[config.mk]
export PLATFORM = sky130hd
export DESIGN_NAME = wrr_credit_arbiter
export DESIGN_NICKNAME = d
export VERILOG_FILES = /design/src/rtl/wrr_credit_arbiter.sv
export SDC_FILE = /design/constraint.sdc
export NUM_CORES = 1
export LEC_CHECK = 0
export CELL_PAD_IN_SITES_DETAIL_PLACEMENT = 1
export CELL_PAD_IN_SITES_GLOBAL_PLACEMENT = 1
export CORE_ASPECT_RATIO = 1.1
export CORE_MARGIN = 3
export CORE_UTILIZATION = 39
export DETAILED_ROUTE_END_ITERATION = 12
export PLACE_DENSITY_LB_ADDON = 0.1
export SYNTH_ARGS = -nofsm -noshare
export SYNTH_HDL_FRONTEND = slang
export SYNTH_SLANG_ARGS = --single-unit
[constraint.sdc]
create_clock -name clk -period 4.8 [get_ports clk]
set_input_delay 0.72 -clock clk [delete_from_list [all_inputs] [get_ports clk]]
set_output_delay 0.72 -clock clk [all_outputs]
set_load 0.03 [all_outputs]
[src/rtl/wrr_credit_arbiter.sv]
// wrr_credit_arbiter
//   Weighted / plain round-robin arbiter with a rotating priority pointer.
//   A winner holds the grant for a burst of credit cycles. The credit is
//   weight*QUANTUM in weighted mode (saturated to CNT_W bits) and 1 in plain
//   RR mode. When a burst ends, the pointer moves past the burst owner and
//   arbitration is re-run on the same edge, so back-to-back bursts have no
//   idle cycle between them.
//
// Ports
//   clk          in   rising-edge clock
//   reset        in   asynchronous, active-low reset
//   req          in   [REQUESTORS]           level-sensitive request vector
//   weights      in   [REQUESTORS*WEIGHT_W]  requestor i at [i*WEIGHT_W +: WEIGHT_W]
//   mode         in   0 = plain RR, 1 = weighted
//   grant        out  [REQUESTORS]           registered one-hot grant
//   grant_valid  out  |grant
//   grant_idx    out  index of the granted requestor, 0 when idle
//   burst_done   out  high in the last cycle of a burst that ran to completion
module wrr_credit_arbiter #(
    parameter int REQUESTORS = 4,
    parameter int WEIGHT_W   = 8,
    parameter int QUANTUM    = 2,
    parameter int CNT_W      = 16
) (
    input  logic                             clk,
    input  logic                             reset,
    input  logic [REQUESTORS-1:0]            req,
    input  logic [REQUESTORS*WEIGHT_W-1:0]   weights,
    input  logic                             mode,
    output logic [REQUESTORS-1:0]            grant,
    output logic                             grant_valid,
    output logic [$clog2(REQUESTORS)-1:0]    grant_idx,
    output logic                             burst_done
);

    localparam int IDX_W  = $clog2(REQUESTORS);
    localparam int PROD_W = WEIGHT_W + 32;

    typedef enum logic {IDLE, GRANT} state_e;

    state_e                  state_q, state_d;
    logic [IDX_W-1:0]        rr_ptr_q, rr_ptr_d;
    logic [IDX_W-1:0]        idx_q, idx_d;
    logic [CNT_W-1:0]        credit_q, credit_d;
    logic [REQUESTORS-1:0]   grant_q, grant_d;

    logic [REQUESTORS-1:0]   elig;
    logic [IDX_W-1:0]        scan_base;
    logic [IDX_W-1:0]        win_idx;
    logic                    win_found;
    logic                    cur_req;
    logic                    burst_end;

    function automatic logic [IDX_W-1:0] next_of(input logic [IDX_W-1:0] idx);
        if (idx == IDX_W'(REQUESTORS - 1))
            return '0;
        return idx + 1'b1;
    endfunction

    // Full-width product so a large weight can never silently wrap.
    function automatic logic [CNT_W-1:0] credit_for(input logic [WEIGHT_W-1:0] w,
                                                    input logic             weighted);
        logic [PROD_W-1:0] prod;
        if (!weighted)
            return CNT_W'(1);
        prod = PROD_W'(w) * PROD_W'(QUANTUM);
        if ((prod >> CNT_W) != '0)
            return '1;
        return prod[CNT_W-1:0];
    endfunction

    always_comb begin
        elig      = '0;
        win_found = 1'b0;
        win_idx   = '0;

        for (int i = 0; i < REQUESTORS; i++)
            elig[i] = req[i] & (~mode | (weights[i*WEIGHT_W +: WEIGHT_W] != '0));

        // At a burst end the scan starts just after the owner, which is the
        // pointer value being written on this same edge.
        scan_base = (state_q == GRANT) ? next_of(idx_q) : rr_ptr_q;

        for (int off = 0; off < REQUESTORS; off++) begin
            int cand;
            cand = (int'(scan_base) + off) % REQUESTORS;
            if (!win_found && elig[IDX_W'(cand)]) begin
                win_found = 1'b1;
                win_idx   = IDX_W'(cand);
            end
        end
    end

    assign cur_req    = req[idx_q];
    assign burst_end  = (state_q == GRANT) && (!cur_req || credit_q <= CNT_W'(1));
    // A burst cut short by a dropped request is not reported as done.
    assign burst_done = (state_q == GRANT) && cur_req && (credit_q == CNT_W'(1));

    always_comb begin
        state_d  = state_q;
        rr_ptr_d = rr_ptr_q;
        idx_d    = idx_q;
        credit_d = credit_q;
        grant_d  = grant_q;

        if (state_q == GRANT && !burst_end) begin
            credit_d = credit_q - CNT_W'(1);
        end else if (state_q == IDLE || burst_end) begin
            if (state_q == GRANT)
                rr_ptr_d = next_of(idx_q);
            if (win_found) begin
                state_d          = GRANT;
                idx_d            = win_idx;
                credit_d         = credit_for(weights[int'(win_idx)*WEIGHT_W +: WEIGHT_W], mode);
                grant_d          = '0;
                grant_d[win_idx] = 1'b1;
            end else begin
                state_d  = IDLE;
                idx_d    = '0;
                credit_d = '0;
                grant_d  = '0;
            end
        end
    end

    always_ff @(posedge clk or negedge reset) begin
        if (!reset) begin
            state_q  <= IDLE;
            rr_ptr_q <= '0;
            idx_q    <= '0;
            credit_q <= '0;
            grant_q  <= '0;
        end else begin
            state_q  <= state_d;
            rr_ptr_q <= rr_ptr_d;
            idx_q    <= idx_d;
            credit_q <= credit_d;
            grant_q  <= grant_d;
        end
    end

    assign grant       = grant_q;
    assign grant_valid = |grant_q;
    assign grant_idx   = idx_q;

endmodule

==> run summary <==
The clock latency on the worst-skew pair came out at 280 ps. The worst register-to-register path begins at grant_idx[0]. Sorting the synthesized cells by area gives the leading types as sky130_fd_sc_hd__dfrtp_1 36%, sky130_fd_sc_hd__mux2i_1 9.1%, sky130_fd_sc_hd__nand2_1 4.1%.

The total power per unit cell area is 611 nW/µm². The minimum clock period after layout is approximately 3500 ps. The core region is 4140 µm².

The remaining global-route overflow is 0. The cell area after synthesis came out at 1760 µm². The number of nets at the end of the flow came out at 276. The overall die area came out at 5350 µm².

STA classifies the critical path endpoint as an output pin. Port buffering added 46 buffers. The highest clock rate came out at between 200 and 300 MHz. The number of H-tree branching levels came out at 1. The largest fanout on the critical path is 6. The share of final-layout standard cells stronger than drive strength 1 came out at 6.44%. The post-layout instance count excluding filler cells came out at around 290. The run finished with clean final reports. In the post-synthesis netlist, the cell with the most instances is sky130_fd_sc_hd__dfrtp_1. The starting DRC count in detailed routing came out at 108. The row count is 24. The count of final max-slew check failures is 0. The growth of design area from synthesis to finish is 31.4%. The post-cts repair resize count came out at 0.

Summed over all layers, the routed wires come to 5850 µm. The number of cells after detailed placement came out at about 280. The analysis attributes to cell leakage a power of 0.971 nW. The HPWL after detailed placement is between 4000 and 5000 µm. The critical setup path kind is register to output pin. The tool flagged a number of max-cap violations equal to 0.

The most critical setup path has its startpoint at credit_q[8]. The number of antenna violations at the first check in global routing came out at 0. The routed via count came out at 1719. The number of global-route vias before repair is 1971.

The first global-routing pass estimated 9870 µm of wire. The worst setup margin is 1300 ps. Setup repair after global routing left no endpoint under its margin. The critical path arrival came out at 2780 ps. The share of the yosys chip area belonging to registers is a little over a third. The count of cell types in the netlist came out at 48. The remaining antenna violation count is 0. The setup fix buffers added after clock tree synthesis came out at 0.

The area fraction of the dominant cell type after synthesis came out at 35.6%. The clock sink count came out at 25. The clock root buffer is sky130_fd_sc_hd__clkbuf_8.

The critical hold path startpoint is grant[0]. Entering global routing, the biggest net connects 26 pins. During I/O placement, the number of pins put on the boundary was 47. Ranked by instance count, the synthesized netlist is headed by 25 x sky130_fd_sc_hd__dfrtp_1, 19 x sky130_fd_sc_hd__nand2_1, 16 x sky130_fd_sc_hd__mux2i_1, 15 x sky130_fd_sc_hd__nor2_1. The critical path goes through or4_1, nor4_1, and3_1, and4_1, clkdlybuf4s50_1. The number of buffers between clock root and the deepest sink came out at 2.

For the final routed database, the setup TNS stands at 0 ps. The number of diodes added for antenna fixing came out at 0. The largest individual stage delay along the critical path comes from the cell sky130_fd_sc_hd__clkdlybuf4s50_1. The delay of the slowest cell on the worst path came out at 680 ps. The startpoint type of the worst setup path is a register. The number of enable-type register cells in the synthesized netlist came out at 0. In the synthesized netlist the async set-or-reset flop fraction comes to 100%. The die outline width came out at 70.0 µm. The pre-CTS worst setup slack is 1090 ps.

The clock-pin slew on the worst setup and hold paths came out at 90 ps. The total power came out at 1.41 mW. The routed via count divided by cell count came out at 6.03. At the end of routability-driven placement, the weighted congestion stood at around 0.90. The mean routed wirelength per cell came out at 20.5 µm. The number of endpoints with negative hold slack in the final report is 0. The layout filler cell count came out at 485.

A synthesized cell averages 9.45 µm². The area of all placed cells without fillers is 2310 µm². In this design, the largest share of critical-path delay is due to simple AND/OR/NAND/NOR gates. The number of hold buffers added after cts is 0. The clock buffer count from CTS is 3.

The number of buffers and inverters on the critical path came out at 1. The required time reported for the critical path endpoint came out at just over 4000 ps. In the finished design, the share of the clock period the worst path needs comes to 72.8%. The pin slew with the least headroom to its limit came out at 1110 ps. The cell taking the most area after synthesis is sky130_fd_sc_hd__dfrtp_1. The placed standard-cell area came out at 2260 µm². In this run the worst hold path is classified as register to register.

The first-pass iteration count of the detailed router came out at 4. Among all flip-flop cells after synthesis, the most frequent one is sky130_fd_sc_hd__dfrtp_1. The initial cell density of the core came out at 42.4%.

The residual DRC count came out at 0. The number of warnings reported in the yosys synthesis log is 0. When the netlist entered floorplanning its net count stood at around 230. Synthesis handed over a netlist of approximately 190 instances. The combined global-route utilization of all metal layers came out at 22.5%. TritonCTS built the clock tree. The max-slew headroom at the worst pin is between 20% and 30%.

The post-synthesis sequential element count is 25. The clock arrives with 11.6 ps of skew. The peak supply drop came out at 0.000330 V. Setup violations remaining at the end of the flow were counted as 0. The die is 76.4 µm tall.
flip-flops by register name, indices dropped and copies added (netlist names):
| register | flops |
|---|---|
| credit_q | 16 |
| grant | 4 |
| grant_idx | 2 |
| rr_ptr_q | 2 |
| state_q | 1 |
power by group:
part | internal, mW | switching [mW] | total, mW
Sequential | 0.295 | 0.0869 | 0.381
Combinational | 0.398 | 0.507 | 0.906
Clock | 0.0595 | 0.0655 | 0.125
per-layer routing:
metal  GRT usage (%)  vias to the layer above  share of wire [%]
li1                -                      801                  -
met1            27.4                      854                 42
met2            40.2                       50                 53
met3            3.83                       14                3.5
met4            6.90                        0                2.1
met5               0                        -                  0
final timing paths:
check / slack [ps] / end / depth (start not counted)
max in group asynchronous: 3080 / grant_idx[0] / 1
setup / recovery: 1300 / burst_done / 5
hold reg to reg: 540 / grant[0] / 1
min in group asynchronous: 1040 / credit_q[10] / 1
hold / removal: 540 / grant[0] / 1
setup reg to reg: 1880 / credit_q[3] / 8
cells in the final DEF, fill, tap and decap left out, drive strengths merged, types with 4 or more instances in the layout:
cell	netlist	routed
o21ai	9	9
o221ai	8	8
a21oi	4	4
inv	6	6
xor2	4	4
nor2	15	15
or3	6	6
nor3b	5	5
nand2	19	19
mux2i	16	16
clkbuf	3	4
clkdlybuf4s50	0	46
dfrtp	25	25
nor4	8	8
xnor2	6	6
nor3	7	7
area by class of cell:
class,count,area [µm²],area share (%)
multi-input cells,150,1080,46.6
well taps,52,65.1,2.82
repair buffers,48,475,20.6
clock buffers,4,45.0,1.95
flip-flops and latches,25,626,27.1
inverters,6,22.5,0.975
cell families after synthesis:
group	count (synthesis)	synth area share, %
compound gates	41	17.3
mux	20	12.3
simple gates	76	24.0
buf+inv	11	3.70
fa+ha+maj	3	2.14
flops	25	35.6
xor+xnor	10	4.98
stage by stage:
step	utilization [%]	hold WS (ps)
global placement	54.6	496
CTS	55.7	537
detailed placement	54.6	506
global route	55.7	567
floorplan	-	424
finish	55.7	536
(Power assumes the default switching activity.)
